File: src/rtl/router_pkg.sv
// Shared definitions for the router packet transmitter: header field widths,
// FSM state encoding and the header packing helper.
package router_pkg;

  localparam int unsigned ADDR_W    = 2;
  localparam int unsigned LEN_W     = 6;
  localparam int unsigned DATA_W    = 8;
  localparam int unsigned BUF_DEPTH = 64;

  localparam logic [ADDR_W-1:0] ILLEGAL_ADDR = 2'b11;

  typedef enum logic [2:0] {
    ST_IDLE,
    ST_LOAD,
    ST_HEADER,
    ST_PAYLOAD,
    ST_PARITY,
    ST_GAP
  } tx_state_e;

  function automatic logic [DATA_W-1:0] make_header(input logic [LEN_W-1:0]  len,
                                                    input logic [ADDR_W-1:0] addr);
    return {len, addr};
  endfunction

endpackage

File: src/rtl/router_tx_buf.sv
// Payload staging buffer: 64x8 register array with write/read pointers.
// Reading is combinational at the read pointer; rd_en advances it.
module router_tx_buf
  import router_pkg::*;
(
  input  logic              clk,
  input  logic              reset,
  input  logic              clear,
  input  logic              wr_en,
  input  logic [DATA_W-1:0] wr_data,
  input  logic              rd_en,
  output logic [DATA_W-1:0] rd_data,
  output logic [LEN_W-1:0]  wr_ptr,
  output logic [LEN_W-1:0]  rd_ptr
);

  logic [DATA_W-1:0] mem_q [BUF_DEPTH];
  logic [LEN_W-1:0]  wr_ptr_q, wr_ptr_d;
  logic [LEN_W-1:0]  rd_ptr_q, rd_ptr_d;

  always_comb begin
    wr_ptr_d = wr_ptr_q;
    rd_ptr_d = rd_ptr_q;
    if (clear) begin
      wr_ptr_d = '0;
      rd_ptr_d = '0;
    end else begin
      if (wr_en) wr_ptr_d = wr_ptr_q + 6'd1;
      if (rd_en) rd_ptr_d = rd_ptr_q + 6'd1;
    end
  end

  always_ff @(posedge clk) begin
    if (reset) begin
      wr_ptr_q <= '0;
      rd_ptr_q <= '0;
    end else begin
      wr_ptr_q <= wr_ptr_d;
      rd_ptr_q <= rd_ptr_d;
    end
  end

  // Storage carries no reset; pointers alone define valid contents.
  always_ff @(posedge clk) begin
    if (wr_en) mem_q[wr_ptr_q] <= wr_data;
  end

  assign rd_data = mem_q[rd_ptr_q];
  assign wr_ptr  = wr_ptr_q;
  assign rd_ptr  = rd_ptr_q;

endmodule

File: src/rtl/router_pkt_tx.sv
// Router packet transmitter: buffers a whole payload, then sends header,
// payload and parity on the router bus, honouring busy backpressure.
module router_pkt_tx
  import router_pkg::*;
#(
  parameter int unsigned MIN_GAP = 1
) (
  input  logic              clk,
  input  logic              reset,
  input  logic              start,
  input  logic [ADDR_W-1:0] dest_addr,
  input  logic [LEN_W-1:0]  payload_len,
  input  logic              corrupt_parity,
  input  logic [DATA_W-1:0] pl_data,
  input  logic              pl_valid,
  output logic              pl_ready,
  input  logic              busy,
  output logic [DATA_W-1:0] data_out,
  output logic              packet_valid,
  output logic              tx_busy,
  output logic              done,
  output logic              err_req
);

  localparam logic [3:0] GAP_LAST = 4'(MIN_GAP - 1);

  tx_state_e         state_q, state_d;
  logic [ADDR_W-1:0] addr_q, addr_d;
  logic [LEN_W-1:0]  len_q, len_d;
  logic              corrupt_q, corrupt_d;
  logic [DATA_W-1:0] parity_q, parity_d;
  logic [3:0]        gap_q, gap_d;
  logic [DATA_W-1:0] data_out_q, data_out_d;
  logic              packet_valid_q, packet_valid_d;
  logic              pl_ready_q, pl_ready_d;
  logic              tx_busy_q, tx_busy_d;
  logic              done_q, done_d;
  logic              err_req_q, err_req_d;

  logic              buf_clear, buf_wr, buf_rd;
  logic [DATA_W-1:0] buf_rd_data;
  logic [LEN_W-1:0]  buf_wr_ptr, buf_rd_ptr;

  router_tx_buf u_buf (
    .clk     (clk),
    .reset   (reset),
    .clear   (buf_clear),
    .wr_en   (buf_wr),
    .wr_data (pl_data),
    .rd_en   (buf_rd),
    .rd_data (buf_rd_data),
    .wr_ptr  (buf_wr_ptr),
    .rd_ptr  (buf_rd_ptr)
  );

  always_comb begin
    state_d        = state_q;
    addr_d         = addr_q;
    len_d          = len_q;
    corrupt_d      = corrupt_q;
    parity_d       = parity_q;
    gap_d          = gap_q;
    data_out_d     = data_out_q;
    packet_valid_d = packet_valid_q;
    pl_ready_d     = pl_ready_q;
    done_d         = 1'b0;
    err_req_d      = 1'b0;
    buf_clear      = 1'b0;
    buf_wr         = 1'b0;
    buf_rd         = 1'b0;

    unique case (state_q)
      ST_IDLE: begin
        data_out_d     = '0;
        packet_valid_d = 1'b0;
        pl_ready_d     = 1'b0;
        if (start) begin
          if (dest_addr == ILLEGAL_ADDR || payload_len == '0) begin
            err_req_d = 1'b1;
          end else begin
            addr_d     = dest_addr;
            len_d      = payload_len;
            corrupt_d  = corrupt_parity;
            parity_d   = '0;
            buf_clear  = 1'b1;
            pl_ready_d = 1'b1;
            state_d    = ST_LOAD;
          end
        end
      end
      ST_LOAD: begin
        if (pl_valid && pl_ready_q) begin
          buf_wr   = 1'b1;
          parity_d = parity_q ^ pl_data;
          if (buf_wr_ptr == len_q - 6'd1) begin
            pl_ready_d     = 1'b0;
            data_out_d     = make_header(len_q, addr_q);
            packet_valid_d = 1'b1;
            state_d        = ST_HEADER;
          end
        end
      end
      ST_HEADER: begin
        if (!busy) begin
          parity_d   = parity_q ^ data_out_q;
          buf_rd     = 1'b1;
          data_out_d = buf_rd_data;
          state_d    = ST_PAYLOAD;
        end
      end
      ST_PAYLOAD: begin
        // rd_ptr already counts the byte currently on the bus.
        if (!busy) begin
          if (buf_rd_ptr == len_q) begin
            data_out_d     = corrupt_q ? ~parity_q : parity_q;
            packet_valid_d = 1'b0;
            state_d        = ST_PARITY;
          end else begin
            buf_rd     = 1'b1;
            data_out_d = buf_rd_data;
          end
        end
      end
      ST_PARITY: begin
        if (!busy) begin
          done_d     = 1'b1;
          data_out_d = '0;
          gap_d      = '0;
          state_d    = ST_GAP;
        end
      end
      ST_GAP: begin
        if (gap_q == GAP_LAST) begin
          state_d = ST_IDLE;
        end else begin
          gap_d = gap_q + 4'd1;
        end
      end
      default: state_d = ST_IDLE;
    endcase

    tx_busy_d = (state_d != ST_IDLE);
  end

  always_ff @(posedge clk) begin
    if (reset) begin
      state_q        <= ST_IDLE;
      addr_q         <= '0;
      len_q          <= '0;
      corrupt_q      <= 1'b0;
      parity_q       <= '0;
      gap_q          <= '0;
      data_out_q     <= '0;
      packet_valid_q <= 1'b0;
      pl_ready_q     <= 1'b0;
      tx_busy_q      <= 1'b0;
      done_q         <= 1'b0;
      err_req_q      <= 1'b0;
    end else begin
      state_q        <= state_d;
      addr_q         <= addr_d;
      len_q          <= len_d;
      corrupt_q      <= corrupt_d;
      parity_q       <= parity_d;
      gap_q          <= gap_d;
      data_out_q     <= data_out_d;
      packet_valid_q <= packet_valid_d;
      pl_ready_q     <= pl_ready_d;
      tx_busy_q      <= tx_busy_d;
      done_q         <= done_d;
      err_req_q      <= err_req_d;
    end
  end

  assign data_out     = data_out_q;
  assign packet_valid = packet_valid_q;
  assign pl_ready     = pl_ready_q;
  assign tx_busy      = tx_busy_q;
  assign done         = done_q;
  assign err_req      = err_req_q;

endmodule

File: config.mk
export PLATFORM = sky130hd
export DESIGN_NAME = router_pkt_tx
export DESIGN_NICKNAME = d
export VERILOG_FILES = /design/src/rtl/router_pkg.sv /design/src/rtl/router_tx_buf.sv /design/src/rtl/router_pkt_tx.sv
export SDC_FILE = /design/constraint.sdc
export NUM_CORES = 1
export LEC_CHECK = 0
export ABC_CLOCK_PERIOD_IN_PS = 4650
export BUFFER_PORTS_ARGS = -buffer_cell sky130_fd_sc_hd__buf_2
export CAP_MARGIN = 20
export CORE_MARGIN = 2
export CORE_UTILIZATION = 67
export DETAILED_ROUTE_END_ITERATION = 16
export PLACE_DENSITY = 0.81
export RECOVER_POWER = 25
export SYNTH_ARGS = -nofsm -noshare
export SYNTH_HDL_FRONTEND = slang
export SYNTH_SLANG_ARGS = --single-unit
File: constraint.sdc
create_clock -name clk -period 4.65 [get_ports clk]
set_input_delay 0.93 -clock clk [delete_from_list [all_inputs] [get_ports clk]]
set_output_delay 0.93 -clock clk [all_outputs]
set_load 0.01 [all_outputs]
* Word level (Yosys, flattened, before mapping)
Memories as Yosys holds them, arrays and structs flattened. A register that Yosys moved wholly into a read port is not among the register bits.
Cells that the tools add are included.
** Cells by class
- Add/subtract/negate cells :: 4
- $mul :: 0
- Divide/modulo/power cells :: 0
- Magnitude comparators :: 0
- Equality and inequality tests :: 17
- Shift-type cells :: 0
- Mux-type cells :: 48
- Bitwise gates (word level) :: 7
- Reductions and logical operators :: 20
** Operator list (number)
- two-way mux 8 bit :: 11
- one-hot mux 8 bit (5 select lines) :: 1
- two-way mux 3 bit :: 9
- one-hot mux 8 bit (3 select lines) :: 1
- != test 2 bit (second input constant) :: 9
- one-hot mux 3 bit (6 select lines) :: 1
- two-way mux 1 bit :: 17
- XOR 8 bit :: 2
- adder 6 x 1 -> 6 bit (second input constant) :: 2
- equality test 6 bit :: 2
- two-way mux 6 bit :: 2
- AND reduction 5 bit :: 2
- AND reduction 3 bit :: 3
- nonzero test 3 bit :: 3
- two-way mux 4 bit :: 2
- inverter 8 bit :: 1
- one-hot mux 4 bit (2 select lines) :: 1
- equality test 3 x 2 -> 1 bit (second input constant) :: 2
- equality test 3 bit (second input constant) :: 2
- zero test 6 bit :: 1
- AND reduction 6 bit :: 1
- subtractor 6 x 1 -> 6 bit (second input constant) :: 1
- nonzero test 5 bit :: 1
- adder 4 x 1 -> 4 bit (second input constant) :: 1
- 12 further kinds :: 18
** Word-level totals
- Register bits after elaboration :: 49
- Latch bits :: 0
- Memory bits (writable) :: 512
- Memory bits (read-only) :: 0
- Logic and storage cells :: 111
- Memories kept :: 1
** Memories
- u_buf.mem_q :: depth 64, bits a word 8, read ports 1, clocked after memory_dff 1, wr ports 1, line router_tx_buf.sv:17 : logic [DATA_W-1:0] mem_q [BUF_DEPTH];

* Depth between registers and ports, before layout
Gate-level depths: netlist of run 1.
- Depth after elaboration :: 7
- Gate-level depth with buffers :: 9

* Modules after synthesis
Synthesis of run 1 repeated with hierarchy kept, for this count alone.
** Second synthesis, totals
- Cell total of the unflattened synthesis :: 1287
- Area total of the unflattened synthesis :: 22957.0 sq um
** By module, submodules not included
- router_tx_buf :: instances 1, cells each 1009, area each 20702.4 sq um, sequential area each 15735.1 sq um
- router_pkt_tx :: instances 1, cells each 278, area each 2254.7 sq um, sequential area each 740.7 sq um

* Least setup slack after synthesis of run 1
No wires, ideal clock.
- Kind :: in2reg
- Start :: input pl_valid
- End :: memory u_buf.mem_q[59][0], enable pin
- Arrival time :: 2073 ps
- Setup slack :: 2207 ps
- Stages :: 4
- Cells stage by stage :: nand2_1 -> nor3_1 -> nand3_1 -> nor2_1
** On the way
- Longest elaborated chain between the ends :: 5
** RTL lines
- start, declared :: line router_pkt_tx.sv:15 : input logic pl_valid,
- logical AND 1 bit :: line router_pkt_tx.sv:92 : if (pl_valid && pl_ready_q) begin
- two-way mux 1 bit :: line router_pkt_tx.sv:92
- two-way mux 1 bit :: line router_pkt_tx.sv:72 : unique case (state_q)
- two-way mux 1 bit :: line router_tx_buf.sv:45 : if (wr_en) mem_q[wr_ptr_q] <= wr_data;
- two-way mux 1 bit (implied by the code) :: line router_tx_buf.sv:45
- end, declared :: line router_tx_buf.sv:17
No other way between the ends.

* Final worst setup path of run 1
- Start :: register state_q[0]
- End :: memory u_buf.mem_q[61][7], enable pin
** On the way
- Longest elaborated chain between the ends :: 4
** RTL lines
- start, declared :: line router_pkt_tx.sv:27 : tx_state_e state_q, state_d;
- start signal, assigned :: line router_pkt_tx.sv:160 : state_q <= state_d;
- equality test 3 x 1 -> 1 bit :: line router_pkt_tx.sv:72
- two-way mux 1 bit :: line router_pkt_tx.sv:72
- two-way mux 1 bit :: line router_tx_buf.sv:45
- two-way mux 1 bit (implied by the code) :: line router_tx_buf.sv:45
No other way between the ends.

==> results of run 1 <==
worst reg2reg max path: stages (launching register included):
cell and delay (ns):
dfxtp_1 0.57, or3b_4 0.54, nor2_4 0.28, nand3_1 0.73, nor2_1 0.87
cells by family (layout without fill, tap and decap cells):
| logic type | Yosys count | in the layout | synth area share [%] |
|---|---|---|---|
| flops | 567 | 567 | 73.3 |
| simple gates | 222 | 222 | 4.65 |
| compound gates | 170 | 170 | 5.37 |
| mux | 139 | 139 | 13.3 |
| buf+inv | 87 | 174 | 1.85 |
| xor+xnor | 31 | 31 | 1.21 |
| fa+ha+maj | 5 | 5 | 0.278 |
metrics by stage:
step,utilization [%],instances
2_1_floorplan,-,1221
3_3_place_gp,69.3,1654
3_5_place_dp,69.4,1655
4_1_cts,74.7,1756
5_1_grt,74.7,1756
6_report,74.7,1756
where the power goes:
part	switching [mW]	internal [mW]	leakage, nW	total, mW
combinational	0.158	0.0547	1.80	0.213
clock	1.83	2.53	0.839	4.36
sequential	0.0171	5.56	5.05	5.57
registers in the layout (all words and copies together), names as in the netlist, 2 cells and up, named ones only:
register	count
u_buf.wr_ptr	6
gap_q	4
state_q	3
data_out	8
parity_q	8
len_q	6
u_buf.mem_q	512
addr_q	2
u_buf.rd_ptr	6
cell usage after synthesis (3+ instances only):
cell      number
nor3_1         8
buf_6          9
mux2i_1       11
inv_1         17
buf_1          8
buf_2         15
a22o_1         8
o21ai_1        3
nand3_1       10
mux4_2       128
or3_1         11
nand4_1        8
nor2b_1       11
xor2_1        17
nand2_1       45
a211oi_1       3
edfxtp_1     512
a21oi_1       23
a22oi_1       73
a211oi_2       6
o22ai_1       10
nor2_1       102
nand3b_1      10
o21ai_0       21
o221ai_1       8
ha_1           5
xnor2_1       14
dfxtp_1       55
clkbuf_1      37
a31oi_1        4
metal layers:
layer	part of all wire (%)	routed length, um
met1	38	20200
met2	46	24200
met3	11	5920
met4	4.4	2330
met5	0	0
area by class of cell:
type                    instances  area [um2]  share of cell area (%)
clock buffers                  72        1450                    5.85
clock inverters                29         302                    1.21
inverters                      17        63.8                   0.257
multi-input cells             567        5590                    22.5
flip-flops and latches        567       16500                    66.3
well taps                     448         561                    2.26
repair buffers                 56         397                    1.60
how the worst max path moves through the flow:
stage | to | slack, ns
2_1_floorplan | u_buf.mem_q[59][0]$_DFFE_PP_ | 2.21
3_3_place_gp | u_buf.mem_q[19][4]$_DFFE_PP_ | 1.39
3_5_place_dp | u_buf.mem_q[54][0]$_DFFE_PP_ | 1.24
4_1_cts | u_buf.mem_q[12][7]$_DFFE_PP_ | 1.38
5_1_grt | u_buf.mem_q[29][0]$_DFFE_PP_ | 1.21
6_report | u_buf.mem_q[61][7]$_DFFE_PP_ | 1.29
==> run summary, run 1 <==
Post-synth cell types -> 54
CP Buf/Inv Count -> 0
Final WS setup -> 1.29 ns
CTS Buf Count -> 54
Leading area contributor after synthesis -> edfxtp_1
Maximum number of pins on one net before global-route repair -> 67
PnR Total Power -> 10.2 mW
Crit share post-route -> 72.2%
Hold path startpoint -> packet_valid$_SDFFE_PP0P_
CP Launch Point -> state_q[0]$_SDFF_PP0_
Post-synthesis sequential element count -> 567
Yosys synthesis warning count -> 0
Synth Area per Inst -> 18.4 um2
Clock Sinks -> 567
Synth Cell Area -> 22,500 um2
WS Path Type -> reg -> reg
Cell area after placement -> 23,100 um2
Worst vdd ir -> 0.000329 V
Post-CTS Setup Inserts -> 0
DRC errors left -> 0
Initial Util -> 67.5%
Die Width -> 187 um
Grt peak-use layer -> met2
Nets -> 1,290
Worst Tran Pin Value -> 2.19 ns
First-pass GRT wire length -> 79,400 um
Initial antenna violation count -> 0
Met2 Use GR -> 46.5%
PortBufs -> 34
Final wirelength -> 52,600 um
Kind of start point of the critical path -> flip-flop
Cell Pwr Density -> 409 nW/um2
Endpoints failing setup -> 0
Area contributors post-synth -> edfxtp_1 68%, mux4_2 13%, dfxtp_1 4.9%
Sequential share of the synthesized area -> 73.3%
Failing checks -> max-capacitance violations, max-slew violations
DR WL/cell -> 29.9 um
Number of synthesized flops with an enable pin -> 512
Cell Chain, Critical Path -> or3b_4 > nor2_4 > nand3_1 > nor2_1
DR iter-0 viols -> 1,551
H-tree depth -> 2
Syn Nets -> 1,248
Hold path cells -> 2
Pleak -> 7.69 nW
Half-perimeter wire length after placement -> 31,300 um
Mapped Cells -> 1,221
M3 GR Usage -> 6.49%
Worst path top cell family by delay -> simple AND/OR/NAND/NOR gates
Vias in the first global route -> 12,000
Share of layout cells above drive strength 1 -> 20.6%
Global route total overflow -> 0
Worst hold slack -> 0.463 ns
Final min period -> 3.36 ns
Post-route ant nets -> 0
CP Capture Type -> flip-flop
# IOs -> 35
Fin Clk Skew -> 0.0133 ns
CP Depth -> 4
Worst Hold End -> packet_valid$_SDFFE_PP0P_
Hold Violations, Final -> 0
Outcome -> finished with violations
Max incr delay on CP -> 0.87 ns
Core Region -> 33,300 um2
Crit path DAT -> 3.56 ns
Clk_lat worst skew -> 0.58 ns
TritonRoute pass-1 iters -> 5
Most common cell after layout, fill and taps aside -> edfxtp_1
Final instance area -> 24,800 um2
R2R depth -> 4
Setup TNS Final -> 0 ns
DIE HEIGHT -> 187 um
Die area -> 35,000 um2
Fillers -> 1,862
DR vias -> 12,300
CTS max path bufs -> 3
TritonCTS clock tree -> done
CTS resizes -> 0
Slowest library cell on the worst path -> nor2_1
ANT cells -> 0
Cell row count -> 67
R2r endpoint -> u_buf.mem_q[61][7]$_DFFE_PP_
All-Layer GR Usage -> 31.1%
Max-cap violation count -> 2
Most frequent cells in the layout -> 512 x edfxtp_1, 128 x mux4_2, 101 x nor2_1, 73 x a22oi_1, 55 x clkbuf_16
Crit Path Max Fanout -> 14
Clock slew at the register clock pins of the worst setup and hold paths -> 0.06 ns
Fmax -> 0.298 GHz
Reg2Reg Setup Slack -> 1.29 ns
Hold-fix buffers at CTS -> 0
Met1 Track Usage GR -> 46.0%
WP data required -> 4.85 ns
Dpl ws -> 1.24 ns
Max Slew Vio Count -> 79
HP Class -> reg -> reg
Final GP Congestion -> 0.891
RSZ-0062 raised after global routing -> false
DR vias/cell -> 6.99
Post-synth top area share -> 68.4%
Launching point of the worst reg2reg path -> state_q[0]$_SDFF_PP0_
Slew HR -> -46.3%
Post-synth ARST share -> 0%
Ys flop type -> edfxtp_1
Area growth, synth to finish -> 10.6%
Clock Root Buffer -> clkbuf_16
Note: power is estimated with default switching activity, not from simulation.
==> run 2: changes to the inputs <==
--- a/config.mk
+++ b/config.mk
@@ -5,13 +5,13 @@
 export SDC_FILE = /design/constraint.sdc
 export NUM_CORES = 1
 export LEC_CHECK = 0
-export ABC_CLOCK_PERIOD_IN_PS = 4650
+export ABC_CLOCK_PERIOD_IN_PS = 2800
 export BUFFER_PORTS_ARGS = -buffer_cell sky130_fd_sc_hd__buf_2
 export CAP_MARGIN = 20
 export CORE_MARGIN = 2
-export CORE_UTILIZATION = 67
+export CORE_UTILIZATION = 56
 export DETAILED_ROUTE_END_ITERATION = 16
-export PLACE_DENSITY = 0.81
+export PLACE_DENSITY = 0.72
 export RECOVER_POWER = 25
 export SYNTH_ARGS = -nofsm -noshare
 export SYNTH_HDL_FRONTEND = slang
==> constraint.sdc (replaced) <==
create_clock -name clk -period 2.8 [get_ports clk]
set_input_delay 0.56 -clock clk [delete_from_list [all_inputs] [get_ports clk]]
set_output_delay 0.56 -clock clk [all_outputs]
set_load 0.01 [all_outputs]
==> run 2 against run 1 <==
Against the previous run:
- the run still ends with max-capacitance violations, max-slew violations left
- via count decreased by 0.46%
- global-route usage shrank 5.1 points
- routed wire length increased by 0.16%
- non-clock buffer count rose by 122
- highest routed layer unchanged
==> run summary, run 2 (synthesized netlist as in run 1, its figures left out) <==
WS Path Type -> reg -> reg
Worst hold slack -> 0.194 ns (-0.269 ns)
WP data required -> 3.27 ns (-1.58 ns)
Initial Util -> 56.7% (-11 points)
Post-CTS Setup Inserts -> 0 (unchanged)
Clock Sinks -> 567 (unchanged)
Failing checks -> max-capacitance violations, max-slew violations
Worst Tran Pin Value -> 1.71 ns (-0.486 ns)
Initial antenna violation count -> 0 (unchanged)
All-Layer GR Usage -> 26.0% (-5.1 points)
Largest Register -> u_buf.mem_q
Die Width -> 204 um (+9.2%)
Hold Violations, Final -> 0 (unchanged)
Hold path cells -> 3 (+1)
Area growth, synth to finish -> 15.4%
CTS max path bufs -> 3 (unchanged)
Cell Pwr Density -> 649 nW/um2 (+59%)
Hold path startpoint -> corrupt_parity
DIE HEIGHT -> 204 um (+9.2%)
TritonRoute pass-1 iters -> 6 (+1)
Comb power frac -> 2.1% (about the same)
Worst Hold End -> corrupt_q$_SDFFE_PP0P_
Clock Root Buffer -> clkbuf_16
TritonCTS clock tree -> done
Fillers -> 2,651 (+42%)
Sw frac -> 19.8% (+0.025 points)
Fin Clk Skew -> 0.0191 ns (+0.00575 ns)
Most common cell after layout, fill and taps aside -> edfxtp_1
H-tree depth -> 2 (unchanged)
Kind of start point of the critical path -> flip-flop
Crit share post-route -> 94.3% (+22 points)
Nets -> 1,412 (+9.5%)
Non-Filler Instances -> 1,955 (+11%)
CTS Buf Count -> 54 (unchanged)
R2r endpoint -> data_out[6]$_SDFFE_PP0P_
Final min period -> 2.64 ns (-0.717 ns)
Post-layout util -> 65.4% (-9.3 points)
Pleak -> 8.33 nW (+8.4%)
Worst vdd ir -> 0.000472 V (+44%)
ANT cells -> 0 (unchanged)
CTS resizes -> 0 (unchanged)
Half-perimeter wire length after placement -> 33,600 um (+7.2%)
Sw Pwr -> 3.34 mW (+66%)
Fmax -> 0.379 GHz (+27%)
Crit path DAT -> 3.11 ns (-0.45 ns)
Maximum number of pins on one net before global-route repair -> 61 (-9.0%)
Max-cap violation count -> 2 (unchanged)
Reg2Reg Setup Slack -> 0.16 ns (-1.13 ns)
Die area -> 41,700 um2 (+19%)
Max Slew Vio Count -> 67 (-15%)
Hold-fix buffers at CTS -> 0 (unchanged)
RSZ-0062 raised after global routing -> false
DRC errors left -> 0 (unchanged)
# IOs -> 35 (unchanged)
CP Capture Type -> flip-flop
Slew HR -> -13.9% (+32 points)
PnR Total Power -> 16.8 mW (+66%)
Number of flip-flops in the largest register -> 512 (unchanged)
Crit Path Max Fanout -> 18 (+4)
HP Class -> in -> reg
Most frequent cells in the layout -> 512 x edfxtp_1, 128 x mux4_2, 122 x buf_4, 101 x nor2_1, 73 x a22oi_1
PortBufs -> 34 (unchanged)
Setup TNS Final -> 0 ns (unchanged)
Global route total overflow -> 0 (unchanged)
DR vias -> 12,200 (-0.46%)
Share of layout cells above drive strength 1 -> 26.7% (+6.1 points)
First-pass GRT wire length -> 78,400 um (-1.3%)
Cell row count -> 73 (+9.0%)
Placed instance count -> 1,854 (+12%)
Final wirelength -> 52,700 um (+0.16%)
DR vias/cell -> 6.25 (-11%)
Final GP Congestion -> 0.873 (-2.0%)
Internal power -> 13.5 mW (+66%)
Clk_lat worst skew -> 0.60 ns (+0.02 ns)
R2R depth -> 8 (+4)
DR WL/cell -> 26.9 um (-10%)
Post-route ant nets -> 0 (unchanged)
Clock power share -> 42.9% (about the same)
Clock slew at the register clock pins of the worst setup and hold paths -> 0.06 ns (about the same)
Vias in the first global route -> 12,400 (+3.1%)
DR iter-0 viols -> 1,552 (+0.064%)
Sequential power share -> 55.0% (about the same)
Core Region -> 39,600 um2 (+19%)
Outcome -> finished with violations
Endpoints failing setup -> 0 (unchanged)
-- run 2: changes by cell type in the layout (fill, tap and decap cells not counted) --
| cell | before | now |
|---|---|---|
| buf_4 | 17 | 122 |
| buf_12 | 4 | 13 |
| clkinv_1 | 11 | 17 |
| clkbuf_1 | 22 | 26 |
| clkinv_8 | 0 | 2 |
| inv_6 | 2 | 0 |
| buf_16 | 1 | 0 |
| buf_2 | 27 | 26 |
| clkbuf_2 | 0 | 1 |
| clkbuf_4 | 1 | 0 |
| clkinv_2 | 5 | 6 |
| clkinvlp_4 | 5 | 4 |
-- run 2: cell type report --
class	count	area [um2]	area share, %
Sequential cell	567	16500	63.6
Multi-Input combinational cell	567	5590	21.5
Clock buffer	66	1430	5.51
Timing Repair Buffer	178	1370	5.29
Tap cell	525	657	2.53
Clock inverter	35	337	1.30
Inverter	17	63.8	0.246
-- run 2: worst max path at each step --
stage	startpoint	endpoint	slack [ns]	depth (start not counted)
6_report	flip-flop	data_out[6]$_SDFFE_PP0P_	0.16	8
5_1_grt	flip-flop	data_out[6]$_SDFFE_PP0P_	0.03	8
4_1_cts	flip-flop	data_out[6]$_SDFFE_PP0P_	0.15	8
3_5_place_dp	flip-flop	data_out[6]$_SDFFE_PP0P_	0.19	8
3_3_place_gp	flip-flop	data_out[0]$_SDFFE_PP0P_	0.21	8
2_1_floorplan	len_q[0]$_SDFFE_PP0P_	tx_busy$_SDFF_PP0_	0.58	9
-- run 2: power groups by stage --
stage / Clock (mW) / Combinational, mW / Sequential [mW]
after global placement: 0 / 0.341 / 9.43
final: 7.23 / 0.353 / 9.25
after detailed placement: 0 / 0.358 / 9.43
after CTS: 7.33 / 0.359 / 9.25
after global routing: 7.63 / 0.386 / 9.25
after floorplan: 0 / 0.150 / 9.42
-- run 2: worst max-delay path, cell delays in order (launching register included) --
cell and delay, ns:
dfxtp_4 0.52, buf_12 0.23, buf_12 0.19, buf_12 0.15, mux4_2 0.49, a22oi_1 0.33
a21oi_1 0.18, a211oi_2 0.23, o221ai_1 0.13
-- run 2: stage by stage --
step | worst slack [ns] | cell area [um2]
CTS | 0.151 | 26000
global placement | 0.206 | 24200
floorplan | 0.580 | 22500
global route | 0.0333 | 25900
detailed placement | 0.186 | 24200
finish | 0.161 | 25900
-- run 2: metal layers --
metal | part of all wire (%) | wire length, um | vias up | track usage [%]
li1 | - | - | 5286 | -
met1 | 40 | 21000 | 6323 | 36.5
met2 | 48 | 25200 | 528 | 40.9
met3 | 9.2 | 4820 | 88 | 6.11
met4 | 3.1 | 1620 | 0 | 8.18
met5 | 0 | 0 | - | 0
==> run 3: changes to the inputs <==
--- a/config.mk
+++ b/config.mk
@@ -11,7 +11,7 @@
 export CORE_MARGIN = 2
 export CORE_UTILIZATION = 56
 export DETAILED_ROUTE_END_ITERATION = 16
-export PLACE_DENSITY = 0.72
+export PLACE_DENSITY = 0.75
 export RECOVER_POWER = 25
 export SYNTH_ARGS = -nofsm -noshare
 export SYNTH_HDL_FRONTEND = slang
==> constraint.sdc (replaced) <==
create_clock -name clk -period 2.8 [get_ports clk]
set_input_delay 0.14 -clock clk [delete_from_list [all_inputs] [get_ports clk]]
set_output_delay 0.14 -clock clk [all_outputs]
set_load 0.01 [all_outputs]
==> run 3 against run 2 <==
Against the previous run:
- the flow still finishes with violations (max-capacitance violations, max-slew violations)
- critical path depth fell by 3
- routed wire length fell by 1.7%
- non-clock buffer count fell by 14
- via count rose by 0.88%
- combinational power rose by 5%
- critical endpoint is now u_buf.mem_q[9][1]$_DFFE_PP_
- sequential share of layout area rose by 0.18 points
- maximum frequency rose by 3.4%
- largest cell class unchanged
- total power rose by 1.0%
- critical path type unchanged
- global-route usage fell by 0.48 points
==> run summary, run 3 (synthesized netlist as in run 1, its figures left out) <==
First-pass GRT wire length -> 77,200 um (-1.5%)
Max-cap violation count -> 3 (+1)
Dpl ws -> 0.261 ns (+0.0743 ns)
Final GP Congestion -> 0.891 (+2.1%)
Share of layout cells above drive strength 1 -> 25.8% (-0.88 points)
Clk_lat worst skew -> 0.60 ns (about the same)
WS Path Type -> reg -> reg
Placed instance count -> 1,826 (-1.5%)
PnR Total Power -> 17.0 mW (+1.0%)
DR vias/cell -> 6.35 (+1.6%)
Pleak -> 8.28 nW (-0.69%)
Post-route ant nets -> 0 (unchanged)
Die area -> 41,700 um2 (unchanged)
Clock Sinks -> 567 (unchanged)
Largest Register -> u_buf.mem_q
Die Width -> 204 um (unchanged)
DIE HEIGHT -> 204 um (unchanged)
CTS Buf Count -> 54 (unchanged)
Initial antenna violation count -> 1 (+1)
Slowest library cell on the worst path -> or3b_4
Crit path DAT -> 2.84 ns (-0.27 ns)
Most common cell after layout, fill and taps aside -> edfxtp_1
Failing checks -> max-capacitance violations, max-slew violations
Maximum number of pins on one net before global-route repair -> 65 (+6.6%)
DR WL/cell -> 26.7 um (-1.0%)
H-tree depth -> 2 (unchanged)
Vias in the first global route -> 12,300 (-1.2%)
Grt peak-use layer -> met2
DRC errors left -> 0 (unchanged)
Clock slew at the register clock pins of the worst setup and hold paths -> 0.06 ns (about the same)
Max incr delay on CP -> 0.52 ns (about the same)
DR vias -> 12,300 (+0.88%)
Nets -> 1,398 (-0.99%)
M3 GR Usage -> 6.04% (-0.064 points)
DR iter-0 viols -> 1,353 (-13%)
Number of flip-flops in the largest register -> 512 (unchanged)
HP Class -> in -> reg
Final WS setup -> 0.247 ns (+0.0855 ns)
Met2 Use GR -> 40.1% (-0.79 points)
Clock Root Buffer -> clkbuf_16
PortBufs -> 34 (unchanged)
TritonRoute pass-1 iters -> 5 (-1)
CP Capture Type -> flip-flop
Endpoints failing setup -> 0 (unchanged)
Final instance area -> 25,900 um2 (-0.28%)
Cell Pwr Density -> 658 nW/um2 (+1.3%)
Area growth, synth to finish -> 15.0%
Max Slew Vio Count -> 133 (+99%)
Most frequent cells in the layout -> 512 x edfxtp_1, 128 x mux4_2, 102 x buf_4, 101 x nor2_1, 73 x a22oi_1
Setup TNS Final -> 0 ns (unchanged)
Global route total overflow -> 0 (unchanged)
Fin Clk Skew -> 0.0134 ns (-0.00568 ns)
Cell Chain, Critical Path -> or3b_4 > nor3_1 > nand2_2 > nor2_1 > buf_4
CTS max path bufs -> 3 (unchanged)
Core Region -> 39,600 um2 (unchanged)
All-Layer GR Usage -> 25.5% (-0.48 points)
Cell row count -> 73 (unchanged)
Cell area after placement -> 23,900 um2 (-1.2%)
Final wirelength -> 51,800 um (-1.7%)
TritonCTS clock tree -> done
Kind of start point of the critical path -> flip-flop
Worst vdd ir -> 0.000454 V (-3.7%)
Hold Violations, Final -> 0 (unchanged)
Met1 Track Usage GR -> 35.4% (-1.1 points)
ANT cells -> 0 (unchanged)
Initial Util -> 56.7% (unchanged)
Worst Tran Pin Value -> 2.63 ns (+0.925 ns)
RSZ-0062 raised after global routing -> false
Fmax -> 0.392 GHz (+3.4%)
Final min period -> 2.55 ns (-0.0856 ns)
Outcome -> finished with violations
Half-perimeter wire length after placement -> 31,600 um (-5.9%)
Slew HR -> -75.6% (-62 points)
Crit Path Max Fanout -> 13 (-5)
Non-Filler Instances -> 1,942 (-0.66%)
Crit share post-route -> 91.2% (-3.1 points)
WP data required -> 3.09 ns (-0.18 ns)
# IOs -> 35 (unchanged)
-- run 3: cell type report --
class                           count  area [um2]
Clock inverter                     32         312
Clock buffer                       70        1500
Sequential cell                   567       16500
Multi-Input combinational cell    567        5590
Inverter                           17        63.8
Fill cell                        2617       13800
Tap cell                          525         657
Timing Repair Buffer              164        1250
-- run 3: layer usage --
layer  part of all wire [%]  vias up  wire, um
met5                  0.031        -        16
met4                    3.4        2      1740
met3                    9.5      103      4930
met2                     48      633     25000
met1                     39     6346     20100
li1                       -     5249         -
-- run 3: through the flow --
stage	hold slack [ns]	utilization, %
after global routing	0.0553	65.2
after detailed placement	0.382	60.4
after floorplan	0.239	-
after global placement	0.375	60.4
after CTS	0.0274	65.3
final	0.0538	65.2
-- run 3: worst paths after layout --
check                                          startpoint                          end  slack (ns)  depth (start not counted)
worst min-delay path                                reset        len_q[4]$_SDFFE_PP0P_        0.05                          3
worst min register to register  packet_valid$_SDFFE_PP0P_    packet_valid$_SDFFE_PP0P_        0.47                          2
worst max-delay path                state_q[2]$_SDFF_PP0_  u_buf.mem_q[9][1]$_DFFE_PP_        0.25                          5
worst max register to register      state_q[2]$_SDFF_PP0_  u_buf.mem_q[9][1]$_DFFE_PP_        0.25                          5
-- run 3: power breakdown --
| group | switching, mW | internal [mW] | total (mW) |
|---|---|---|---|
| sequential | 0.0225 | 9.23 | 9.25 |
| clock | 3.07 | 4.32 | 7.38 |
| combinational | 0.263 | 0.108 | 0.371 |
| total | 3.35 | 13.7 | 17.0 |
-- run 3: what timing repair did --
action,4_1_cts,5_1_grt
resized for setup,0,2
endpoints found under the setup margin,0,8
hold endpoints to repair,23,0
buffers inserted,0,0
hold buffers,14,0
-- run 3: critical path: cells and delay by family (launching register included) --
kind / cells / cell delay [ns]
and+or+nand+nor: 4 / 1.62
DFF: 1 / 0.41
buffers and inverters: 1 / 0.22
